<file path="src/rtl/button_debouncer_pkg.sv">
// Shared constants for the push-button game modules: button polarity and the
// default debounce interval derived from the system clock frequency.
package button_debouncer_pkg;

    // Active-low buttons: a released pin reads high.
    localparam logic BTN_RELEASED = 1'b1;
    localparam logic BTN_PRESSED  = 1'b0;

    // System clock shared by all game modules.
    localparam int CLOCK_FREQ  = 12_000_000;
    localparam int DEBOUNCE_MS = 10;

    // Cycles a new input level must persist before it is believed.
    localparam int DEFAULT_DEBOUNCE_COUNT = (CLOCK_FREQ / 1000) * DEBOUNCE_MS;

    // Counter width able to hold 0..debounce_count.
    function automatic int debounce_cnt_width(input int debounce_count);
        return $clog2(debounce_count + 1);
    endfunction

endpackage

</file>
<file path="src/rtl/button_debouncer_channel.sv">
// Single-bit debouncer: two-flop synchroniser, persistence counter, stable
// level register and one-cycle press/release pulses. All outputs registered.
module debounce_channel
    import button_debouncer_pkg::*;
#(
    parameter int DEBOUNCE_COUNT = DEFAULT_DEBOUNCE_COUNT
) (
    input  logic clk,
    input  logic rst_in,
    input  logic btn_in,
    output logic level_out,
    output logic press_out,
    output logic release_out
);

    localparam int               CNT_W    = debounce_cnt_width(DEBOUNCE_COUNT);
    localparam logic [CNT_W-1:0] CNT_LAST = CNT_W'(DEBOUNCE_COUNT - 1);
    localparam logic [CNT_W-1:0] CNT_ONE  = CNT_W'(1);

    logic             r_sync1;
    logic             r_sync2;
    logic             r_stable;
    logic [CNT_W-1:0] r_cnt;
    logic             r_press;
    logic             r_release;

    // Synchronise the raw pin, then accept a new level only after it has held
    // for DEBOUNCE_COUNT consecutive cycles; any return to the old level
    // restarts the count, so short glitches never reach the outputs.
    always_ff @(posedge clk) begin
        if (rst_in) begin
            // NOTE: non-blocking assignments keep every register sampling the
            // pre-edge values, which is what makes sync1->sync2 a real two-stage
            // pipeline rather than a single flop.
            r_sync1   <= BTN_RELEASED;
            r_sync2   <= BTN_RELEASED;
            r_stable  <= BTN_RELEASED;
            r_cnt     <= '0;
            r_press   <= 1'b0;
            r_release <= 1'b0;
        end else begin
            r_sync1   <= btn_in;
            r_sync2   <= r_sync1;
            r_press   <= 1'b0;
            r_release <= 1'b0;
            if (r_sync2 == r_stable) begin
                r_cnt <= '0;
            end else if (r_cnt == CNT_LAST) begin
                r_stable  <= r_sync2;
                r_cnt     <= '0;
                r_press   <= (r_sync2 == BTN_PRESSED);
                r_release <= (r_sync2 == BTN_RELEASED);
            end else begin
                r_cnt <= r_cnt + CNT_ONE;
            end
        end
    end

    assign level_out   = r_stable;
    assign press_out   = r_press;
    assign release_out = r_release;

endmodule

</file>
<file path="src/rtl/button_debouncer.sv">
// N-channel button debouncer: one independent debounce_channel per pin.
// Simultaneous transitions are reported together; ties are resolved downstream.
module button_debouncer
    import button_debouncer_pkg::*;
#(
    parameter int N_BUTTONS      = 2,
    parameter int DEBOUNCE_COUNT = DEFAULT_DEBOUNCE_COUNT
) (
    input  logic                 clk,
    input  logic                 rst_in,
    input  logic [N_BUTTONS-1:0] btn_in,
    output logic [N_BUTTONS-1:0] btn_level_out,
    output logic [N_BUTTONS-1:0] press_out,
    output logic [N_BUTTONS-1:0] release_out
);

    // One debouncer per button; channels share nothing but clock and reset.
    for (genvar k = 0; k < N_BUTTONS; k++) begin : g_channel
        debounce_channel #(
            .DEBOUNCE_COUNT(DEBOUNCE_COUNT)
        ) u_channel (
            .clk        (clk),
            .rst_in     (rst_in),
            .btn_in     (btn_in[k]),
            .level_out  (btn_level_out[k]),
            .press_out  (press_out[k]),
            .release_out(release_out[k])
        );
    end

endmodule

</file>
<file path="config.mk">
export PLATFORM = sky130hd
export DESIGN_NAME = button_debouncer
export DESIGN_NICKNAME = d
export VERILOG_FILES = /design/src/rtl/button_debouncer_pkg.sv /design/src/rtl/button_debouncer_channel.sv /design/src/rtl/button_debouncer.sv
export SDC_FILE = /design/constraint.sdc
export NUM_CORES = 1
export LEC_CHECK = 0
export CORE_MARGIN = 2
export CORE_UTILIZATION = 40
export DETAILED_ROUTE_END_ITERATION = 12
export GPL_TIMING_DRIVEN = 0
export SLEW_MARGIN = 10
export SYNTH_ARGS = -nofsm -noshare
export SYNTH_HDL_FRONTEND = slang
export SYNTH_HIERARCHICAL = 1
export SYNTH_SLANG_ARGS = --single-unit
</file>
<file path="constraint.sdc">
create_clock -name clk -period 1.8 [get_ports clk]
set_input_delay 0.36 -clock clk [delete_from_list [all_inputs] [get_ports clk]]
set_output_delay 0.36 -clock clk [all_outputs]
set_load 0.01 [all_outputs]
</file>
==> results of run 1 <==
kinds of logic (layout without fill, tap and decap cells):
group / Yosys count / after routing / synth area share
XOR/XNOR: 31 / 31 / 0.144
flip-flops: 44 / 44 / 0.469
AND/OR/NAND/NOR: 108 / 108 / 0.300
AO/OA/AOI/OAI: 3 / 3 / 0.0153
adder cells (fa/ha/maj): 2 / 2 / 0.0133
buffers and inverters: 13 / 35 / 0.0526
multiplexers: 1 / 1 / 0.00533
sequential cells by signal, indices dropped and copies added, names as in the netlist:
signal / flops
g_channel.u_channel/r_sync1: 2
g_channel.u_channel/press_out: 2
g_channel.u_channel/r_cnt: 34
g_channel.u_channel/level_out: 2
g_channel.u_channel/release_out: 2
g_channel.u_channel/r_sync2: 2
worst reg2reg max path, delay by kind of cell (launching register included):
kind	cells	cell delay, ns
DFF	1	0.35
and+or+nand+nor	3	0.82
buffers and inverters	2	0.25
AOI/OAI and AO/OA	1	0.17
worst paths after layout:
check | from | endpoint | slack (ns) | cells past startpoint
max | g_channel[1].u_channel/r_cnt[11] | g_channel[1].u_channel/r_cnt[7] | 0.09 | 6
max reg2reg | g_channel[1].u_channel/r_cnt[11] | g_channel[1].u_channel/r_cnt[7] | 0.09 | 6
min | g_channel[0].u_channel/r_sync1 | g_channel[0].u_channel/r_sync2 | 0.41 | 1
min reg2reg | g_channel[0].u_channel/r_sync1 | g_channel[0].u_channel/r_sync2 | 0.41 | 1
power groups by stage:
stage,Clock (W),Combinational [W],Sequential [W]
floorplan,0,0.0000196,0.00100
global placement,0,0.0000316,0.00100
detailed placement,0,0.0000317,0.00100
CTS,0.000597,0.0000320,0.000981
global route,0.000645,0.0000362,0.000981
finish,0.000582,0.0000331,0.000980
per-layer routing:
layer	wire [um]	vias up	track usage
li1	-	732	-
met1	1690	642	0.192
met2	1360	17	0.199
met3	104	4	0.0389
met4	45	0	0.0556
met5	0	-	0
timing repair:
action                                  in CTS  in global routing
hold buffers                                 0                  0
gates resized for setup                      0                  8
endpoints found under the setup margin       0                 20
buffers inserted                             0                  6
layout make-up:
cell class              instances  area (sq um)  share of cell area
repair buffers                 15           135              0.0619
well taps                      52          65.1              0.0298
plain buffers                   6          72.6              0.0332
inverters                       7          26.3              0.0120
clock buffers                   6          72.6              0.0332
flip-flops and latches         44           887               0.406
clock inverters                 1          5.00             0.00229
multi-input cells             145           921               0.422
cells in the final DEF (no fill, tap or decap), types with 2 or more instances in the layout:
| cell | n |
|---|---|
| nor2_1 | 43 |
| dfxtp_1 | 41 |
| xnor2_1 | 28 |
| nand3_1 | 10 |
| nand4_1 | 10 |
| nor3_1 | 9 |
| clkdlybuf4s50_1 | 9 |
| nand2_1 | 8 |
| nor4_1 | 8 |
| inv_1 | 7 |
| buf_4 | 6 |
| clkbuf_8 | 5 |
| nand2b_1 | 4 |
| or2_2 | 4 |
| nand4b_1 | 3 |
| xor2_1 | 3 |
| a211o_2 | 2 |
| buf_6 | 2 |
| buf_12 | 2 |
| dfxtp_2 | 2 |
| buf_2 | 2 |
| nor4b_1 | 2 |
metrics by stage:
| step | setup WS (ns) | total power [W] | hold WS (ns) |
|---|---|---|---|
| finish | 0.0907 | 0.00160 | 0.411 |
| global route | 0.00335 | 0.00166 | 0.435 |
| CTS | 0.0546 | 0.00161 | 0.413 |
| detailed placement | 0.0569 | 0.00104 | 0.395 |
| global placement | 0.0495 | 0.00104 | 0.392 |
| floorplan | 0.271 | 0.00102 | 0.389 |
==> reports/qor.yml, run 1 <==
status: "finished, final reports clean"
viasPerCell: 5.05
maxSlewHeadroom: 0.768
netlist_top_cells_count: "dfxtp_1 (44), nor2_1 (43), xnor2_1 (28), nand3_1 (10), nand4_1 (10)"
synthFlopType: "dfxtp_1"
placed_cells: 263
fin_crit_sh: 0.950
synth.net_count: 208
clk_latency_ns: 0.29
ys_warn_count: 6
ys_seq_area_frac: 0.469
synth_area_per_cell_sq_um: 9.30
utilization: 0.492
end_kind: "register"
cts_root_buffer: "clkbuf_8"
die_w_um: 72.5
grt_max_degree: 13
place_area_sq_um: 2030
synth_seq_cells: 44
io_buffers: 9
swShare: 0.210
hpwl_um: 2140
period_needed_ns: 1.71
async_reset_ff_frac: 0
tightestPinTransition_ns: 0.345
drive_gt1_frac: 0.147
htreeDepth: 2
ant_nets: 0
critical_path_arrival_ns: 1.90
p_per_area_nw_per_um2: 730
clockBufferDepth: 2
stdcell_count: 276
worst-setup-path-type: "reg -> reg"
grt_overflow: 0
antenna_found_initial: 0
p_switching_w: 0.000335
netlist_area_sq_um: 1880
via_count: 1395
core_sq_um: 4440
finalNetCount: 230
slowest_delay_ns: 0.54
cts_buffers: 5
netlist_instances: 202
gp_congestion: 0.755
io_pins: 10
setup_viol: 0
worst-path-buf-inv: 2
nFillCells: 418
synth_enable_flop_cells: 0
cts_sinks: 44
drt-initial-drc-count: 38
cp_cell_sequence: "or4bb_4 > nor3_4 > a211o_2 > buf_6 > buf_12 > nor2_1"
grt_util_all_layers: 0.137
row_count: 24
wl_um: 3200
critPathTopFamily: "simple AND/OR/NAND/NOR gates"
areaGrowthSynthToFinish_pct: 16.2
drv_cap: 0
clock_skew_ns: 0.00423
grt_pass1_vias: 1271
cp_max_fo: 10
yosysMostFrequentCell: "dfxtp_1"
slew_viol_final: 0
ys_types: 28
dieArea_sq_um: 5260
power_frac_seq: 0.614
max_freq_mhz: 585
critPathRequiredTime_ns: 1.99
pwr-share-clk: 0.365
slowest_stage: "or4bb_4"
finalHoldViolations: 0
p_leak_nw: 0.659
yosysTopAreaCell: "dfxtp_1"
insertedDiodeCount: 0
startpoint_type: "register"
cts_tree: "done"
start_util: 0.423
drc: 0
grt_pass1_wl_um: 5750
ir_drop_mv: 0.428
die_y_um: 72.5
hold_class: "reg -> reg"
synth.top_cell.area_share: 0.469
stdcell_area_sq_um: 2180
rsz0062_at_grt: "false"
wire_per_inst_um: 11.6
first_pass_iters: 4
fin_setup_tns_ns: 0
ys_top_cells_by_area: "dfxtp_1 (47%), xnor2_1 (13%), nor2_1 (8.6%)"
p_comb_frac: 0.021
p_int_w: 0.00126
path_clk_slew_ns: 0.08
No activity file was read; power rests on OpenSTA's default activity.
==> inputs of run 2 (changes only) <==
==> constraint.sdc (replaced) <==
create_clock -name clk -period 1.7 [get_ports clk]
set_input_delay 0.34 -clock clk [delete_from_list [all_inputs] [get_ports clk]]
set_output_delay 0.34 -clock clk [all_outputs]
set_load 0.01 [all_outputs]
==> reports/qor.yml, run 2 (synthesized netlist as in run 1, its figures left out) <==
status: "finished, final reports clean"
critPathRequiredTime_ns: 1.89
power_frac_seq: 0.616
grt_use_met2: 0.206
die_y_um: 72.5
grt_overflow: 0
first_pass_iters: 4
core_sq_um: 4440
finalHoldViolations: 0
p_int_w: 0.00134
end_kind: "register"
worst-setup-path-type: "reg -> reg"
viasPerCell: 5.11
p_per_area_nw_per_um2: 763
pwr-share-clk: 0.363
p_switching_w: 0.000351
ant_nets: 0
grtUsageMet3: 0.0389
dieArea_sq_um: 5260
antenna_found_initial: 0
wl_um: 3290
htreeDepth: 2
grt_pass1_wl_um: 5940
stdcell_count: 272
period_needed_ns: 1.63
grt_pass1_vias: 1301
ir_drop_mv: 0.455
grt-busiest-layer: "met2"
cts_buffers: 5
finalNetCount: 226
slew_viol_final: 0
drc: 0
final_common_cell: "nor2_1"
gp_congestion: 0.755
fin_crit_sh: 0.957
startpoint_type: "register"
clockBufferDepth: 2
via_count: 1391
grt_max_degree: 13
areaGrowthSynthToFinish_pct: 17.6
maxSlewHeadroom: 0.743
cts_hold_buf: 0
grt_util_all_layers: 0.142
row_count: 24
start_util: 0.423
insertedDiodeCount: 0
wire_per_inst_um: 12.1
final_cell_mix: "nor2_1 (42), dfxtp_1 (39), xnor2_1 (28)"
rsz0062_at_grt: "true"
io_pins: 10
grt_util_met1: 0.200
top_register: "g_channel.u_channel/r_cnt"
tightestPinTransition_ns: 0.385
clock_skew_ns: 0.00780
largest_reg_flops: 34
path_clk_slew_ns: 0.08
placed_cells: 263
cts_sinks: 44
setup_viol: 0
clk_latency_ns: 0.29
io_buffers: 9
cts_tree: "done"
drv_cap: 0
max_freq_mhz: 615
hpwl_um: 2140
hold_class: "reg -> reg"
swShare: 0.208
die_w_um: 72.5
cts_root_buffer: "clkbuf_8"
whs_ns: 0.411
cp_max_fo: 10
drt-initial-drc-count: 41
p_leak_nw: 0.642
p_comb_frac: 0.022
drive_gt1_frac: 0.164
critical_path_arrival_ns: 1.81
==> run 2: cell count changes in the layout (fill, tap and decap cells not counted), sizes merged <==
cell	previous run	this run
buf	12	8
==> run 2: layer usage <==
layer | part of all wire | vias to the layer above | wire length (um)
li1 | - | 721 | -
met1 | 0.50 | 644 | 1650
met2 | 0.44 | 21 | 1460
met3 | 0.038 | 5 | 124
met4 | 0.016 | 0 | 53
met5 | 0 | - | 0
==> run 2: critical path, cell delays in order, from the launching register on <==
cell and delay [ns]:
dfxtp_1 0.40, or3_4 0.43, nor3_4 0.24, a211o_2 0.17, buf_6 0.12, buf_12 0.12
nor2_1 0.04
==> run 2: per-stage QoR <==
step	total power [W]	TNS, ns	instance area, sq um	worst slack [ns]	util
floorplan	0.00108	0	1880	0.171	-
global placement	0.00110	-0.262	2030	-0.0305	0.458
detailed placement	0.00110	-0.370	2030	-0.0233	0.458
CTS	0.00171	0	2170	0.000119	0.488
global route	0.00177	-0.0625	2210	-0.0224	0.497
finish	0.00169	0	2210	0.0732	0.497
==> run 2: final timing paths <==
path,startpoint,to,slack [ns],cells past startpoint
worst min register to register,g_channel[0].u_channel/r_sync1,g_channel[0].u_channel/r_sync2,0.41,1
worst max-delay path,g_channel[1].u_channel/r_cnt[9],g_channel[1].u_channel/r_cnt[13],0.07,6
worst max register to register,g_channel[1].u_channel/r_cnt[9],g_channel[1].u_channel/r_cnt[13],0.07,6
worst min-delay path,g_channel[0].u_channel/r_sync1,g_channel[0].u_channel/r_sync2,0.41,1
==> run 2: final cells by class <==
class,instances,area [sq um]
fill,411,2230
clock inverter,1,5.00
timing repair buffer,13,133
sequential,44,890
buffer,4,62.6
inverter,7,26.3
multi-input combinational,145,957
tap,52,65.1
clock buffer,6,72.6
==> run 2: power by group through the flow <==
stage	combinational, W	sequential [W]	clock (W)
final	0.0000364	0.00104	0.000612
after global routing	0.0000401	0.00104	0.000692
after CTS	0.0000366	0.00104	0.000633
after detailed placement	0.0000336	0.00106	0
after global placement	0.0000335	0.00106	0
after floorplan	0.0000207	0.00106	0
==> run 2: timing repair <==
item / 4_1_cts / 5_1_grt
endpoints found under the hold margin: 0 / 0
pin swaps: 2 / 5
setup buffers: 3 / 1
endpoints found under the setup margin: 20 / 29
resized for setup: 6 / 10
==> inputs of run 3 (changes only) <==
==> constraint.sdc (replaced) <==
create_clock -name clk -period 1.7 [get_ports clk]
set_input_delay 0.17 -clock clk [delete_from_list [all_inputs] [get_ports clk]]
set_output_delay 0.17 -clock clk [all_outputs]
set_load 0.01 [all_outputs]
==> results of run 3 <==
Final layout, timing and power as in run 2 (identical DEF).
